### config.mk
export PLATFORM = sky130hd
export DESIGN_NAME = ctl_game
export DESIGN_NICKNAME = d
export VERILOG_FILES = /design/src/rtl/ctl_game.sv
export SDC_FILE = /design/constraint.sdc
export NUM_CORES = 1
export LEC_CHECK = 0
export ABC_AREA = 1
export CORE_ASPECT_RATIO = 1.25
export CORE_UTILIZATION = 58
export CTS_CLUSTER_SIZE = 25
export DETAILED_ROUTE_END_ITERATION = 10
export PLACE_DENSITY_LB_ADDON = 0.2
export REMOVE_ABC_BUFFERS = 1
export SLEW_MARGIN = 20
export SYNTH_ARGS = -nofsm -noshare
export SYNTH_HDL_FRONTEND = slang
export SYNTH_SLANG_ARGS = --single-unit
### constraint.sdc
create_clock -name clk -period 5.3 [get_ports clk]
set_clock_uncertainty 0.15 [all_clocks]
set_input_delay 1.06 -clock clk [delete_from_list [all_inputs] [get_ports clk]]
set_output_delay 1.06 -clock clk [all_outputs]
set_load 0.01 [all_outputs]
### src/rtl/ctl_game.sv
// Game controller for a duck-hunt style round.
// One duck is launched at a time. Each duck is either hit (FALL) or escapes
// (ESCAPE). After DUCKS_PER_ROUND ducks, ROUND_END decides between advancing
// to the next round and GAME_OVER. All timing is counted in VGA frames.
// Every output comes straight from a flop, and state is exposed for observation.
module ctl_game #(
  parameter int FLIGHT_FRAMES   = 600,
  parameter int FALL_FRAMES     = 60,
  parameter int ESCAPE_FRAMES   = 60,
  parameter int END_FRAMES      = 120,
  parameter int DUCKS_PER_ROUND = 10,
  parameter int PASS_HITS       = 6
) (
  input  logic       clk,
  input  logic       rst,
  input  logic       new_frame,
  input  logic       start,
  input  logic       pause,
  input  logic       hit,
  input  logic       no_ammo,
  output logic       duck_launch,
  output logic       duck_escaped,
  output logic       round_active,
  output logic       game_over,
  output logic [3:0] duck_count,
  output logic [3:0] ducks_hit,
  output logic [3:0] round_num,
  output logic [2:0] state
);

  typedef enum logic [2:0] {
    S_IDLE      = 3'd0,
    S_LAUNCH    = 3'd1,
    S_FLIGHT    = 3'd2,
    S_FALL      = 3'd3,
    S_ESCAPE    = 3'd4,
    S_ROUND_END = 3'd5,
    S_GAME_OVER = 3'd6
  } state_t;

  localparam logic [9:0] FLIGHT_LAST = 10'(FLIGHT_FRAMES - 1);
  localparam logic [9:0] FALL_LAST   = 10'(FALL_FRAMES - 1);
  localparam logic [9:0] ESCAPE_LAST = 10'(ESCAPE_FRAMES - 1);
  localparam logic [9:0] END_LAST    = 10'(END_FRAMES - 1);
  localparam logic [3:0] DUCKS_MAX   = 4'(DUCKS_PER_ROUND);
  localparam logic [3:0] HITS_NEEDED = 4'(PASS_HITS);

  state_t     state_q, state_nx;
  logic [9:0] frame_cnt, frame_cnt_nx;
  logic [3:0] duck_count_nx, ducks_hit_nx, round_num_nx;
  logic       launch_nx, escaped_nx, active_nx, over_nx;
  logic       frame_tick;

  assign state = state_q;

  // Next-state, counter updates and pulse generation. start beats pause.
  // pause freezes everything else, including frames, hit and no_ammo.
  always_comb begin
    state_nx      = state_q;
    duck_count_nx = duck_count;
    ducks_hit_nx  = ducks_hit;
    round_num_nx  = round_num;
    launch_nx     = 1'b0;
    escaped_nx    = 1'b0;
    frame_tick    = new_frame && !pause;

    if (start) begin
      state_nx      = S_LAUNCH;
      duck_count_nx = 4'd0;
      ducks_hit_nx  = 4'd0;
      round_num_nx  = 4'd1;
    end else if (!pause) begin
      case (state_q)
        S_IDLE: ;
        S_LAUNCH: begin
          state_nx  = S_FLIGHT;
          launch_nx = 1'b1;
          if (duck_count < DUCKS_MAX) duck_count_nx = duck_count + 4'd1;
        end
        S_FLIGHT: begin
          if (hit) begin
            state_nx = S_FALL;
            if (ducks_hit != 4'd15) ducks_hit_nx = ducks_hit + 4'd1;
          end else if ((frame_tick && frame_cnt == FLIGHT_LAST) || no_ammo) begin
            state_nx   = S_ESCAPE;
            escaped_nx = 1'b1;
          end
        end
        S_FALL: begin
          if (frame_tick && frame_cnt == FALL_LAST)
            state_nx = (duck_count == DUCKS_MAX) ? S_ROUND_END : S_LAUNCH;
        end
        S_ESCAPE: begin
          if (frame_tick && frame_cnt == ESCAPE_LAST)
            state_nx = (duck_count == DUCKS_MAX) ? S_ROUND_END : S_LAUNCH;
        end
        S_ROUND_END: begin
          if (frame_tick && frame_cnt == END_LAST) begin
            if (ducks_hit >= HITS_NEEDED) begin
              state_nx      = S_LAUNCH;
              duck_count_nx = 4'd0;
              ducks_hit_nx  = 4'd0;
              if (round_num != 4'd15) round_num_nx = round_num + 4'd1;
            end else begin
              state_nx = S_GAME_OVER;
            end
          end
        end
        S_GAME_OVER: ;
        default: state_nx = S_IDLE;
      endcase
    end

    // The frame counter restarts on every state entry, including a start
    // that re-enters LAUNCH from LAUNCH.
    if (start || state_nx != state_q) frame_cnt_nx = 10'd0;
    else if (frame_tick)              frame_cnt_nx = frame_cnt + 10'd1;
    else                              frame_cnt_nx = frame_cnt;

    active_nx = (state_nx == S_LAUNCH) || (state_nx == S_FLIGHT) ||
                (state_nx == S_FALL)   || (state_nx == S_ESCAPE);
    over_nx   = (state_nx == S_GAME_OVER);
  end

  // State register and registered outputs; reset forces everything to zero.
  always_ff @(posedge clk) begin
    if (!rst) begin
      state_q      <= S_IDLE;
      frame_cnt    <= 10'd0;
      duck_count   <= 4'd0;
      ducks_hit    <= 4'd0;
      round_num    <= 4'd0;
      duck_launch  <= 1'b0;
      duck_escaped <= 1'b0;
      round_active <= 1'b0;
      game_over    <= 1'b0;
    end else begin
      state_q      <= state_nx;
      frame_cnt    <= frame_cnt_nx;
      duck_count   <= duck_count_nx;
      ducks_hit    <= ducks_hit_nx;
      round_num    <= round_num_nx;
      duck_launch  <= launch_nx;
      duck_escaped <= escaped_nx;
      round_active <= active_nx;
      game_over    <= over_nx;
    end
  end

endmodule

==> metrics <==
Final Hold Fails 0; Vias/cell 5.17; Crit path required time 5.37 ns; Worst Hold Class reg -> reg; fin area 2120 um2; YS warnings 0; Buf/Inv on CP 2; Gate power share 11.9%; Tmin final 3.01 ns; Arr. time, crit path 3.08 ns; Post-DP Area 2060 um2; die area 3310 um2; Port Buf Inserts 25; Hold Path Cell Cnt 2; Slew Limit Headroom 70.8%; RSZ-0062 raised after global routing false; static leakage 0.838 nW; post-CTS setup repair buffer count 0; DIE HEIGHT 64.1 um; Core ar. 2950 um2; die width 51.6 um; Initial Utilization 60.7%; Clock Sink Count 29; Routed Antenna Nets 0; setup TNS 0 ns; fraction of layout cells with a size suffix above 1 17.3%; synthesized area per cell 7.23 um2; DRT Pass-1 Iters 4; CTS root buffer clkbuf_4; diode count 0; Overall Power 0.412 mW; largest net degree at the start of global routing 11; FP Rows 22; post-synthesis sequential area ratio 32.5%; Reg clk slew, reported paths 0.09 ns; max-slew violation count 0; DR vias 1619; Reg power frac 54.5%; Skew-Pair Late Insertion Delay 0.33 ns; vias in the first global route 1524; Largest delay share family, worst path simple AND/OR/NAND/NOR gates; Setup Viol. Count Final 0; #FFs+latches synth 29; overall routing resource usage 24.9%; P_int 0.303 mW; synthesized area 1790 um2; Area growth, synth to finish 18.6%; CP Depth 14; PwrDens 195 nW/um2; Avg WL per Cell 11.2 um; I/O pins 26; distinct cell type count after synthesis 32; Routed WL 3.50 mm; CP Class in -> reg; routability cong. 0.826; DRC violations left 0; first-pass GRT wire length 6.21 mm; launching element type of the critical path primary input; Max Clock Freq 0.332 GHz; Worst Setup End Kind flop; Max VDD drop 0.158 mV; Post-Syn Instances 247; outcome completed; fin crit share 56.9%; hold buffer count at CTS 0; CP peak stage delay 0.74 ns; fin nets 290; Reg2Reg Depth 12; TritonCTS clock tree done; GR Overflow Total 0; sequence of cells on the critical path clkdlybuf4s50_1 > clkinv_4 > nand2_2 > nor2_1 > nand3_1 > nand2_1 > nand2_1 > nand4_2 > nand2_2 > nand2_1 > nand2_2 > nor2_4 > nand2_4 > nor2_2; Psw 0.109 mW; slowest CP cell clkdlybuf4s50_1; initial antenna violation count 0; CTS buffer count 5; maxcap violations 0; Clk pwr share 33.5%; Switching Share 26.5%; Crit Path Max Fanout 10; post-CTS resize count 0; # H-tree levels 2; DR iter-0 viols 37; Slew @ Worst Pin 0.436 ns; dpl hpwl 2.75 mm; CTS Buffer Depth 2
-- registers in the layout (all words and copies together), names as in the netlist --
register	flops
frame_cnt	10
duck_escaped	1
round_active	1
duck_launch	1
ducks_hit	4
round_num	4
state	3
game_over	1
duck_count	4
-- worst register-to-register path, delay by kind of cell, from the launching register on --
family,cells,cell delay (ns)
adder cells (fa/ha/maj),1,0.26
flip-flops,1,0.38
AND/OR/NAND/NOR,10,1.04
AO/OA/AOI/OAI,1,0.14
-- cell usage after synthesis --
cell type	number	area share, %
buf_4	1	0.42
a21oi_1	13	3.6
xnor2_1	1	0.49
nand3_2	1	0.56
nand4_2	2	1.4
o31ai_1	1	0.42
nand2_2	5	1.8
mux2i_1	1	0.56
or2_2	1	0.35
clkinv_4	1	0.49
inv_1	34	7.1
nor2_2	13	4.6
nand3_4	2	2.0
buf_6	1	0.63
dfxtp_1	29	32
nand2_1	35	7.4
nor2_1	25	5.3
nor2_4	4	2.5
nor4_1	1	0.35
o21ai_0	7	2.0
a211oi_1	1	0.42
xor2_1	8	3.9
nand4_1	2	0.70
nor2_8	1	1.1
nor3_1	13	3.6
a21oi_2	2	0.98
ha_1	6	4.2
a2bb2oi_1	1	0.49
inv_2	7	1.5
nand3_1	25	7.0
nand2_4	1	0.63
nor3_2	2	1.1
-- cell type report --
cell class / count / area (um2)
inverter: 42 / 163
multi-input combinational: 174 / 1020
tap: 36 / 45.0
timing repair buffer: 25 / 250
clock buffer: 7 / 55.1
fill: 259 / 827
sequential: 29 / 581
-- logic make-up (layout without fill, tap and decap cells) --
group	Yosys count	in the layout	synth area share [%]
muxes	1	1	0.560
DFF	29	29	32.5
AOI/OAI and AO/OA	25	25	7.91
buffers and inverters	44	74	10.2
xor gates and xnor gates	9	9	4.41
adders and majority gates	6	6	4.20
and+or+nand+nor	133	133	40.3
-- stage by stage --
step / hold WS, ns / utilization, % / setup slack (ns) / instances
3_5_place_dp: 0.352 / 70.1 / 1.96 / 306
5_1_grt: 0.380 / 71.9 / 2.12 / 313
4_1_cts: 0.367 / 71.9 / 2.30 / 313
2_1_floorplan: 0.358 / - / 2.93 / 245
3_3_place_gp: 0.342 / 70.1 / 2.00 / 306
6_report: 0.369 / 71.9 / 2.29 / 313
-- layout by cell type, fill, tap and decap left out, types with 4 or more instances in the layout --
| master | count |
|---|---|
| nand2_1 | 35 |
| clkdlybuf4s50_1 | 25 |
| nor3_1 | 13 |
| inv_2 | 7 |
| ha_1 | 6 |
| nand2_2 | 5 |
| xor2_1 | 8 |
| nor2_2 | 13 |
| o21ai_0 | 7 |
| nand3_1 | 25 |
| dfxtp_1 | 29 |
| nor2_4 | 4 |
| clkbuf_4 | 5 |
| inv_1 | 34 |
| nor2_1 | 25 |
| a21oi_1 | 13 |
-- power by group through the flow --
stage               Combinational, mW  Clock, mW  Sequential [mW]
floorplan                      0.0300          0            0.231
CTS                            0.0493      0.141            0.225
detailed placement             0.0491          0            0.230
finish                         0.0493      0.138            0.225
global route                   0.0556      0.154            0.226
global placement               0.0486          0            0.230
-- routing by layer --
| metal | share of wire, % | up-vias | wire length [um] | GRT usage, % |
|---|---|---|---|---|
| li1 | - | 854 | - | - |
| met3 | 3.5 | 8 | 122 | 7.38 |
| met5 | 0 | - | 0 | 0 |
| met4 | 1.9 | 0 | 65 | 9.12 |
| met1 | 45 | 729 | 1590 | 29.5 |
| met2 | 49 | 28 | 1720 | 41.4 |
-- final timing paths --
check	startpoint	to	slack, ns
worst max register to register	frame_cnt[0]	frame_cnt[0]	3.24
worst max-delay path	pause	frame_cnt[0]	2.29
worst min register to register	ducks_hit[3]	ducks_hit[3]	0.37
worst min-delay path	ducks_hit[3]	ducks_hit[3]	0.37
Note: power is estimated with default switching activity, not from simulation.
